### src/rtl/bus_pkg.sv
// Shared types for the bus cycle unit: FSM states, cycle type and status codes.
package bus_pkg;

  typedef enum logic [2:0] {
    IDLE,
    T1,
    T2,
    TW,
    T3,
    HOLD
  } bus_state_t;

  // s1/s0 status codes driven for the whole T1..T3 window
  localparam logic [1:0] ST_FETCH = 2'b11;
  localparam logic [1:0] ST_READ  = 2'b10;
  localparam logic [1:0] ST_WRITE = 2'b01;
  localparam logic [1:0] ST_IDLE  = 2'b00;

  // Latched type of the cycle in flight; fetch is always a read
  typedef struct packed {
    logic we;
    logic io;
    logic fetch;
  } cyc_type_t;

  function automatic logic [1:0] status_of(cyc_type_t t);
    if (t.fetch) return ST_FETCH;
    if (t.we)    return ST_WRITE;
    return ST_READ;
  endfunction

endpackage

### src/rtl/bus_cycle_unit_wait_timer.sv
// Wait-state counter: cleared at cycle start, bumped once per wait state.
// term flags that the increment happening now brings the count to MAX_WAIT.
module wait_timer #(
  parameter int WAIT_W = 4
) (
  input  logic phi1,
  input  logic rst,
  input  logic clr,
  input  logic inc,
  output logic term
);

  localparam logic [WAIT_W-1:0] MAX_WAIT = '1;

  logic [WAIT_W-1:0] count;

  // count wait cycles, saturating at MAX_WAIT
  always_ff @(posedge phi1 or posedge rst) begin
    if (rst)                          count <= '0;
    else if (clr)                     count <= '0;
    else if (inc && count != MAX_WAIT) count <= count + 1'b1;
  end

  assign term = (count == MAX_WAIT - 1'b1);

endmodule

### src/rtl/bus_cycle_unit.sv
// Multiplexed address/data bus cycle engine: T1/T2/TW/T3 machine cycles,
// ready-driven wait states with a timeout, and hold/hlda bus handover.
module bus_cycle_unit
  import bus_pkg::*;
#(
  parameter int AW     = 16,
  parameter int DW     = 8,
  parameter int WAIT_W = 4
) (
  input  logic             phi1,
  input  logic             rst,
  input  logic             req,
  input  logic             req_we,
  input  logic             req_io,
  input  logic             req_fetch,
  input  logic [AW-1:0]    req_addr,
  input  logic [DW-1:0]    req_wdata,
  output logic             req_ack,
  output logic [DW-1:0]    rdata,
  output logic             rdata_valid,
  output logic             timeout,
  output logic [AW-DW-1:0] haddress,
  output logic [DW-1:0]    ad_out,
  output logic             ad_oe,
  input  logic [DW-1:0]    ad_in,
  output logic             ale,
  output logic             rd_n,
  output logic             wr_n,
  output logic             iom_n,
  output logic             s0,
  output logic             s1,
  input  logic             ready,
  input  logic             hold,
  output logic             hlda,
  output logic             bus_float
);

  bus_state_t      state, state_nx;
  logic [AW-1:0]   addr_q;
  logic [DW-1:0]   wdata_q;
  cyc_type_t       typ_q;
  cyc_type_t       req_typ;
  logic            accept;
  logic            tmo_set;
  logic            wterm;
  logic            in_bus;
  logic            data_ph;

  assign req_typ = '{we: req_we & ~req_fetch, io: req_io, fetch: req_fetch};

  wait_timer #(.WAIT_W(WAIT_W)) u_wait (
    .phi1 (phi1),
    .rst  (rst),
    .clr  (state == T1),
    .inc  (state == TW),
    .term (wterm)
  );

  // next state; hold is only looked at in IDLE, T3 and HOLD
  always_comb begin
    state_nx = state;
    accept   = 1'b0;
    tmo_set  = 1'b0;
    case (state)
      IDLE: begin
        if (hold)     state_nx = HOLD;
        else if (req) begin accept = 1'b1; state_nx = T1; end
      end
      T1:   state_nx = T2;
      T2:   state_nx = ready ? T3 : TW;
      TW: begin
        if (ready)      state_nx = T3;
        else if (wterm) begin state_nx = T3; tmo_set = 1'b1; end
      end
      T3: begin
        if (hold)     state_nx = HOLD;
        else if (req) begin accept = 1'b1; state_nx = T1; end
        else          state_nx = IDLE;
      end
      HOLD: if (!hold) state_nx = IDLE;
      default: state_nx = IDLE;
    endcase
  end

  // ack is combinational with the accept decision; masked while in reset
  assign req_ack = accept & ~rst;

  // state register and per-cycle request latch
  always_ff @(posedge phi1 or posedge rst) begin
    if (rst) begin
      state   <= IDLE;
      addr_q  <= '0;
      wdata_q <= '0;
      typ_q   <= '0;
    end else begin
      state <= state_nx;
      if (accept) begin
        addr_q  <= req_addr;
        wdata_q <= req_wdata;
        typ_q   <= req_typ;
      end
    end
  end

  // read data captured at the edge that ends T3, flagged for one cycle
  always_ff @(posedge phi1 or posedge rst) begin
    if (rst) begin
      rdata       <= '0;
      rdata_valid <= 1'b0;
    end else begin
      rdata_valid <= (state == T3) && !typ_q.we;
      if ((state == T3) && !typ_q.we) rdata <= ad_in;
    end
  end

  // timeout pulse lands in the forced T3 cycle
  always_ff @(posedge phi1 or posedge rst) begin
    if (rst) timeout <= 1'b0;
    else     timeout <= tmo_set;
  end

  // bus pin values decoded from state and the latched cycle type
  always_comb begin
    in_bus    = (state == T1) || (state == T2) || (state == TW) || (state == T3);
    data_ph   = (state == T2) || (state == TW) || (state == T3);
    ale       = (state == T1);
    haddress  = in_bus ? addr_q[AW-1:DW] : '0;
    iom_n     = in_bus & typ_q.io;
    {s1, s0}  = in_bus ? status_of(typ_q) : ST_IDLE;
    rd_n      = !(data_ph && !typ_q.we);
    wr_n      = !(data_ph && typ_q.we);
    ad_oe     = (state == T1) || (data_ph && typ_q.we);
    ad_out    = '0;
    if (state == T1)               ad_out = addr_q[DW-1:0];
    else if (data_ph && typ_q.we)  ad_out = wdata_q;
    hlda      = (state == HOLD);
    bus_float = (state == HOLD);
  end

endmodule

### config.mk
export PLATFORM = sky130hd
export DESIGN_NAME = bus_cycle_unit
export DESIGN_NICKNAME = d
export VERILOG_FILES = /design/src/rtl/bus_pkg.sv /design/src/rtl/bus_cycle_unit_wait_timer.sv /design/src/rtl/bus_cycle_unit.sv
export SDC_FILE = /design/constraint.sdc
export NUM_CORES = 1
export LEC_CHECK = 0
export BUFFER_PORTS_ARGS = -buffer_cell sky130_fd_sc_hd__buf_2
export CAP_MARGIN = 20
export CORE_ASPECT_RATIO = 0.6
export CORE_MARGIN = 1.5
export CORE_UTILIZATION = 48
export DETAILED_ROUTE_END_ITERATION = 8
export PLACE_DENSITY_LB_ADDON = 0.05
export RECOVER_POWER = 25
export SLEW_MARGIN = 5
export SYNTH_ARGS = -nofsm -noshare
export SYNTH_HDL_FRONTEND = slang
export SYNTH_HIERARCHICAL = 1
export SYNTH_SLANG_ARGS = --single-unit
### constraint.sdc
create_clock -name phi1 -period 1.8 [get_ports phi1]
set_input_delay 0.09 -clock phi1 [delete_from_list [all_inputs] [get_ports phi1]]
set_output_delay 0.09 -clock phi1 [all_outputs]
set_load 0.1 [all_outputs]
---- Word-level counts from Yosys, hierarchy flattened ----
Index checks and enable logic that the tools add are counted.
word-level totals
  bits in registers ....................... 44
  bits in latches ......................... 0
  memory bits (writable) .................. 0
  bits in read-only memories .............. 0
  input port bits ......................... 40
  output and inout bits ................... 36
  logic and storage cells ................. 71
  memories ................................ 0
cells by class
  $add $sub $neg .......................... 1
  $mul .................................... 0
  div/mod/pow operators ................... 0
  $lt $le $gt $ge ......................... 0
  equality and inequality tests ........... 10
  shifts and indexed selects .............. 0
  muxes and demuxes ....................... 28
  bitwise operators ....................... 5
  reduce and logical (&&, ||, !) cells .... 17
operators by type and width
  kind                 count
  $mux 8               3
  $mux 3               7
  $pmux 3 s6           1
  $mux 1               10
  $mux 2               5
  $mux 4               2
  $eq 3x2->1 const B   2
  $eq 3x3->1 const B   2
  $logic_or 1x1->1     6
  $ne 3x3->1 const B   2
  $add 4x1->4 const B  1
  $eq 4x4->1 const B   1
  $logic_and 1x1->1    4
  $ne 4x4->1 const B   1
  $and 1x1->1          3
  $eq 3x1->1 const B   1
  $logic_not 1->1      3
  $logic_not 3->1      1
  $reduce_and 3->1     1
  $ne 2x2->1 const B   1
  $not 1->1            2
  $reduce_bool 2->1    1
  $reduce_or 2->1      1

---- Longest topological paths before layout ----
  word-level depth ........................ 6
  mapped depth ............................ 6
  depth with buffers taken out ............ 6

---- Modules after synthesis ----
Netlist, hierarchy kept.
modules (own cells, without submodules)
  module          times used  cells an instance  area each (µm²)  sequential area each (µm²)
  bus_cycle_unit  1           133                1,823.0          1,001.0
  wait_timer      1           22                 230.2            100.1

---- Worst setup path before layout ----
Ideal clock, no wire load.
  kind .................................... flip-flop to output port
  from .................................... reg state[2]
  to ...................................... out ad_out[0]
  data arrival time ....................... 3.324 ns
  data required time ...................... 1.710 ns
  path slack .............................. -1.614 ns
  stages on the path, launching flop included .. 5
  buffers on the path ..................... 1
  path through ............................ dfrtp_1 -> buf_4 -> nand2b_1 -> nor2_1 -> a22o_1
on the way
  elaborated cells between the ends (all ways) .. 9
  those cells by class .................... eq/ne (4); mux (2); reduce/logical (3)
RTL lines
  what                      line                   source
  start: declaration        bus_cycle_unit.sv:38   bus_state_t state, state_nx;
  start signal: assignment  bus_cycle_unit.sv:96   state <= state_nx;
  $eq 3x1->1                --
  via ale                   bus_cycle_unit.sv:26   output logic ale,
  $mux 8                    bus_cycle_unit.sv:134  if (state == T1) ad_out = addr_q[DW-1:0];
  end: declaration          bus_cycle_unit.sv:23   output logic [DW-1:0] ad_out,
The timed path passes the listed nets, and every way through them passes these cells.

---- Final worst setup path ----
  from .................................... reg state[1]
  to ...................................... out ad_oe
on the way
  longest elaborated chain between the ends .. 5
  elaborated cells between the ends (all ways) .. 8
  those cells by class .................... eq/ne (4); reduce/logical (4)
ends and longest elaborated chain
  what                           line                   source
  $eq 3x2->1                     bus_cycle_unit.sv:125  data_ph = (state == T2) || (state == TW) || (state == T3);
  $logic_or 1x1->1 (2 in a row)  bus_cycle_unit.sv:125
  $logic_and 1x1->1              bus_cycle_unit.sv:132  ad_oe = (state == T1) || (data_ph && typ_q.we);
  $logic_or 1x1->1 (*)           bus_cycle_unit.sv:132
  end: declaration               bus_cycle_unit.sv:24   output logic ad_oe,
Every way passes the cells marked *; elsewhere a longest branch is shown, timed or not.

==> summary.md <==
| Metric | Value |
|---|---|
| Gate Count Post-Synth | `155` |
| Most frequent cells in the layout | `50 x buf_2, 42 x dfrtp_1, 26 x mux2_1` |
| Post-Place Cell Area | `0.00289 mm²` |
| DRT iter0 DRCs | `62` |
| Cts bufs inserted | `5` |
| Nets | `294` |
| Vias in the first global route | `1,538` |
| Final Max Tran Viols | `0` |
| Placeable Area | `0.00410 mm²` |
| Worst skew pair latency | `290 ps` |
| Synth warnings | `6` |
| Routed WL | `5490 µm` |
| Area grow syn2layout | `59.6%` |
| Cells along the critical path | `or3b_4 > a21oi_4 > buf_6 > or2_4 > buf_12` |
| Initial antenna violation count | `0` |
| Cell Rows | `18` |
| Clk slew on worst S/H paths | `80 ps` |
| Worst Skew | `3.13 ps` |
| Worst Path Max Fanout | `6` |
| Fillcell total | `242` |
| Syn Nets | `197` |
| GRT Max-Usage Layer | `met2` |
| GP Congestion | `0.763` |
| Die Area | `0.00469 mm²` |
| Clock Sinks | `44` |
| H-tree levels | `2` |
| CTS tree | `done` |
| Cell Area, Synth | `0.00205 mm²` |
| Synth Area in Adders | `1.22%` |
| Largest cells by area after synthesis | `dfrtp_1 54%, mux2_1 14%, mux2_4 5.9%` |
| Initial Utilization | `50.1%` |
| Failing checks | `negative setup slack` |
| # diodes | `0` |
| Worst path max stage delay | `430 ps` |
| Layout cell share with drive strength beyond 1 | `57.3%` |
| Fin area | `0.00328 mm²` |
| Period utilization | `104%` |
| Antenna-violating nets left | `0` |
| Status | `complete, but fails checks` |
| RSZ-0062 raised after global routing | `yes` |
| Drc violations | `0` |
| Final Critical Period | `1870 ps` |
| Root buffer cell | `clkbuf_8` |
| Least-Margin Pin Slew | `1010 ps` |
| Compound-Gate Fraction of Synth Area | `8.96%` |
| # IOs | `76` |
| Post-synthesis mux area share | `20.1%` |
| Post-synthesis sequential area ratio | `53.6%` |
| Fin Hold WS | `8.67 ps` |
| Slowest CP cell | `dfrtp_1` |
| Final hold vios | `0` |
| IO Port Bufs | `75` |
| Endpoint type of the worst setup path | `primary output` |
| Fin worst setup slack | `-69.2 ps` |
| Startpoint Class | `flop` |
| Pin count of the biggest net entering global routing | `41` |
| Tot GR Track Use | `22.5%` |
| DRT Pass-1 Iters | `4` |
| Die W | `87.4 µm` |
| Yosys reg bits | `44` |
| Worst rel slew slack | `32.5%` |
| Post-synth top area cell | `dfrtp_1` |
| Syn_area_per_cell | `13.2 µm²` |
| Max Cap Viol | `0` |
| Count of cell types in the netlist | `39` |
| Die height | `53.7 µm` |
| Post-synthesis simple-gate area fraction | `12.1%` |
| Global route overflow | `0` |
| Routed wire per std cell | `17.5 µm` |
| Area fraction of the dominant cell type after synthesis | `53.6%` |
| Fin util | `79.9%` |
| Final setup viols | `15` |
| Commonest non-fill, non-tap cell in the layout | `buf_2` |
| First-pass GRT wire length | `7610 µm` |
| HPWL after detailed placement | `3420 µm` |
| Setup TNS | `-508 ps` |
| Met3 usage | `7.36%` |
| Bufs on Longest Clock Path | `2` |
| Fmax | `0.535 GHz` |
| Met2 Use GR | `36.0%` |
| Main combinational cell family by area after synthesis | `multiplexers` |
| Critical Path RT | `1710 ps` |
| XOR/XNOR Fraction of Synth Area | `0.427%` |
| Critical setup path kind | `flop to primary output` |
| Via density | `5.19` |
| Hold Path Class | `input pin to flop` |
| Total vias in the final route | `1,623` |
| GR Util met1 | `28.3%` |
| Arrival @ worst endpoint | `1780 ps` |
-- final cells by class --
| class | instances | area [µm²] | share of cell area [%] |
|---|---|---|---|
| clock buffer | 8 | 90.1 | 2.75 |
| inverter | 7 | 26.3 | 0.802 |
| multi-input combinational | 98 | 1060 | 32.5 |
| sequential | 44 | 1100 | 33.7 |
| tap | 60 | 75.1 | 2.29 |
| timing repair buffer | 96 | 917 | 28.0 |
-- state kept, by name, summed over array words and instances, names as in the netlist --
name and cells:
timeout 1, wdata_q 8, typ_q 3, rdata 8, u_wait/count 4, state 3, addr_q 16, rdata_valid 1
-- kinds of logic after synthesis --
family / after synthesis
flip-flops: 44
adder cells (fa/ha/maj): 2
XOR/XNOR: 1
AO/OA/AOI/OAI: 23
AND/OR/NAND/NOR: 37
buffers and inverters: 14
multiplexers: 34
-- worst max-delay path, delay by kind of cell (launching register included) --
family                 cells  cell delay, ps
DFF                        1             430
AOI/OAI and AO/OA          1             160
and+or+nand+nor            2             560
buffers and inverters      2             320
-- layer usage --
layer / vias up / part of all wire, % / wire length (µm)
met1: 806 / 44 / 2400
li1: 750 / - / -
met5: - / 0 / 0
met4: 0 / 1.8 / 99
met3: 13 / 6.1 / 334
met2: 54 / 48 / 2660
-- synthesized netlist by cell type --
| cell type | count |
|---|---|
| dfrtp_1 | 44 |
| nor2_1 | 4 |
| o21a_1 | 2 |
| nand2_1 | 3 |
| mux2_1 | 26 |
| o22ai_1 | 1 |
| nor2_8 | 1 |
| or3b_4 | 1 |
| a31o_1 | 1 |
| buf_4 | 3 |
| a311oi_1 | 1 |
| o41ai_1 | 1 |
| mux2_4 | 8 |
| or2_1 | 1 |
| nand4_1 | 1 |
| and4_2 | 1 |
| nor4b_2 | 1 |
| inv_1 | 6 |
| nand3b_1 | 1 |
| nor2b_1 | 1 |
| a21oi_1 | 4 |
| a211oi_2 | 1 |
| buf_6 | 1 |
| nand3_2 | 1 |
| nand2b_1 | 3 |
| nor3_1 | 4 |
| a21oi_4 | 1 |
| and3b_1 | 1 |
| and3_1 | 3 |
| o21ai_1 | 1 |
| buf_2 | 2 |
| xnor2_1 | 1 |
| inv_2 | 1 |
| clkbuf_1 | 1 |
| a22o_1 | 8 |
| o21ai_0 | 1 |
| and2_1 | 10 |
| ha_1 | 2 |
| a211oi_1 | 1 |
-- timing repair --
| action | 4_1_cts | 5_1_grt |
|---|---|---|
| hold buffers | 1 | 1 |
| hold endpoints to repair | 44 | 1 |
| endpoints found under the setup margin | 22 | 34 |
| pin swaps | 2 | 5 |
| gates cloned | 1 | 0 |
| gates resized for setup | 10 | 27 |
| setup buffers | 10 | 4 |
-- stage by stage --
stage,setup WS [ps],std cells
floorplan,-180,155
global placement,100,288
detailed placement,61.2,288
CTS,-87.3,308
global route,-116,313
finish,-69.2,313
-- final timing paths --
| check | start | end | slack [ps] | depth (start not counted) |
|---|---|---|---|---|
| min in group asynchronous | rst | u_wait/count[2] | 210 | 3 |
| min reg2reg | addr_q[14] | addr_q[14] | 490 | 1 |
| min | req_wdata[6] | wdata_q[6] | 9 | 2 |
| max reg2reg | state[1] | addr_q[6] | 90 | 5 |
| max in group asynchronous | rst | state[0] | 410 | 4 |
| max | state[1] | ad_oe | -70 | 5 |
Power is left out: the tool's default activity adds up to more than one toggle a clock period on the data nets, which glitch-free logic cannot reach.
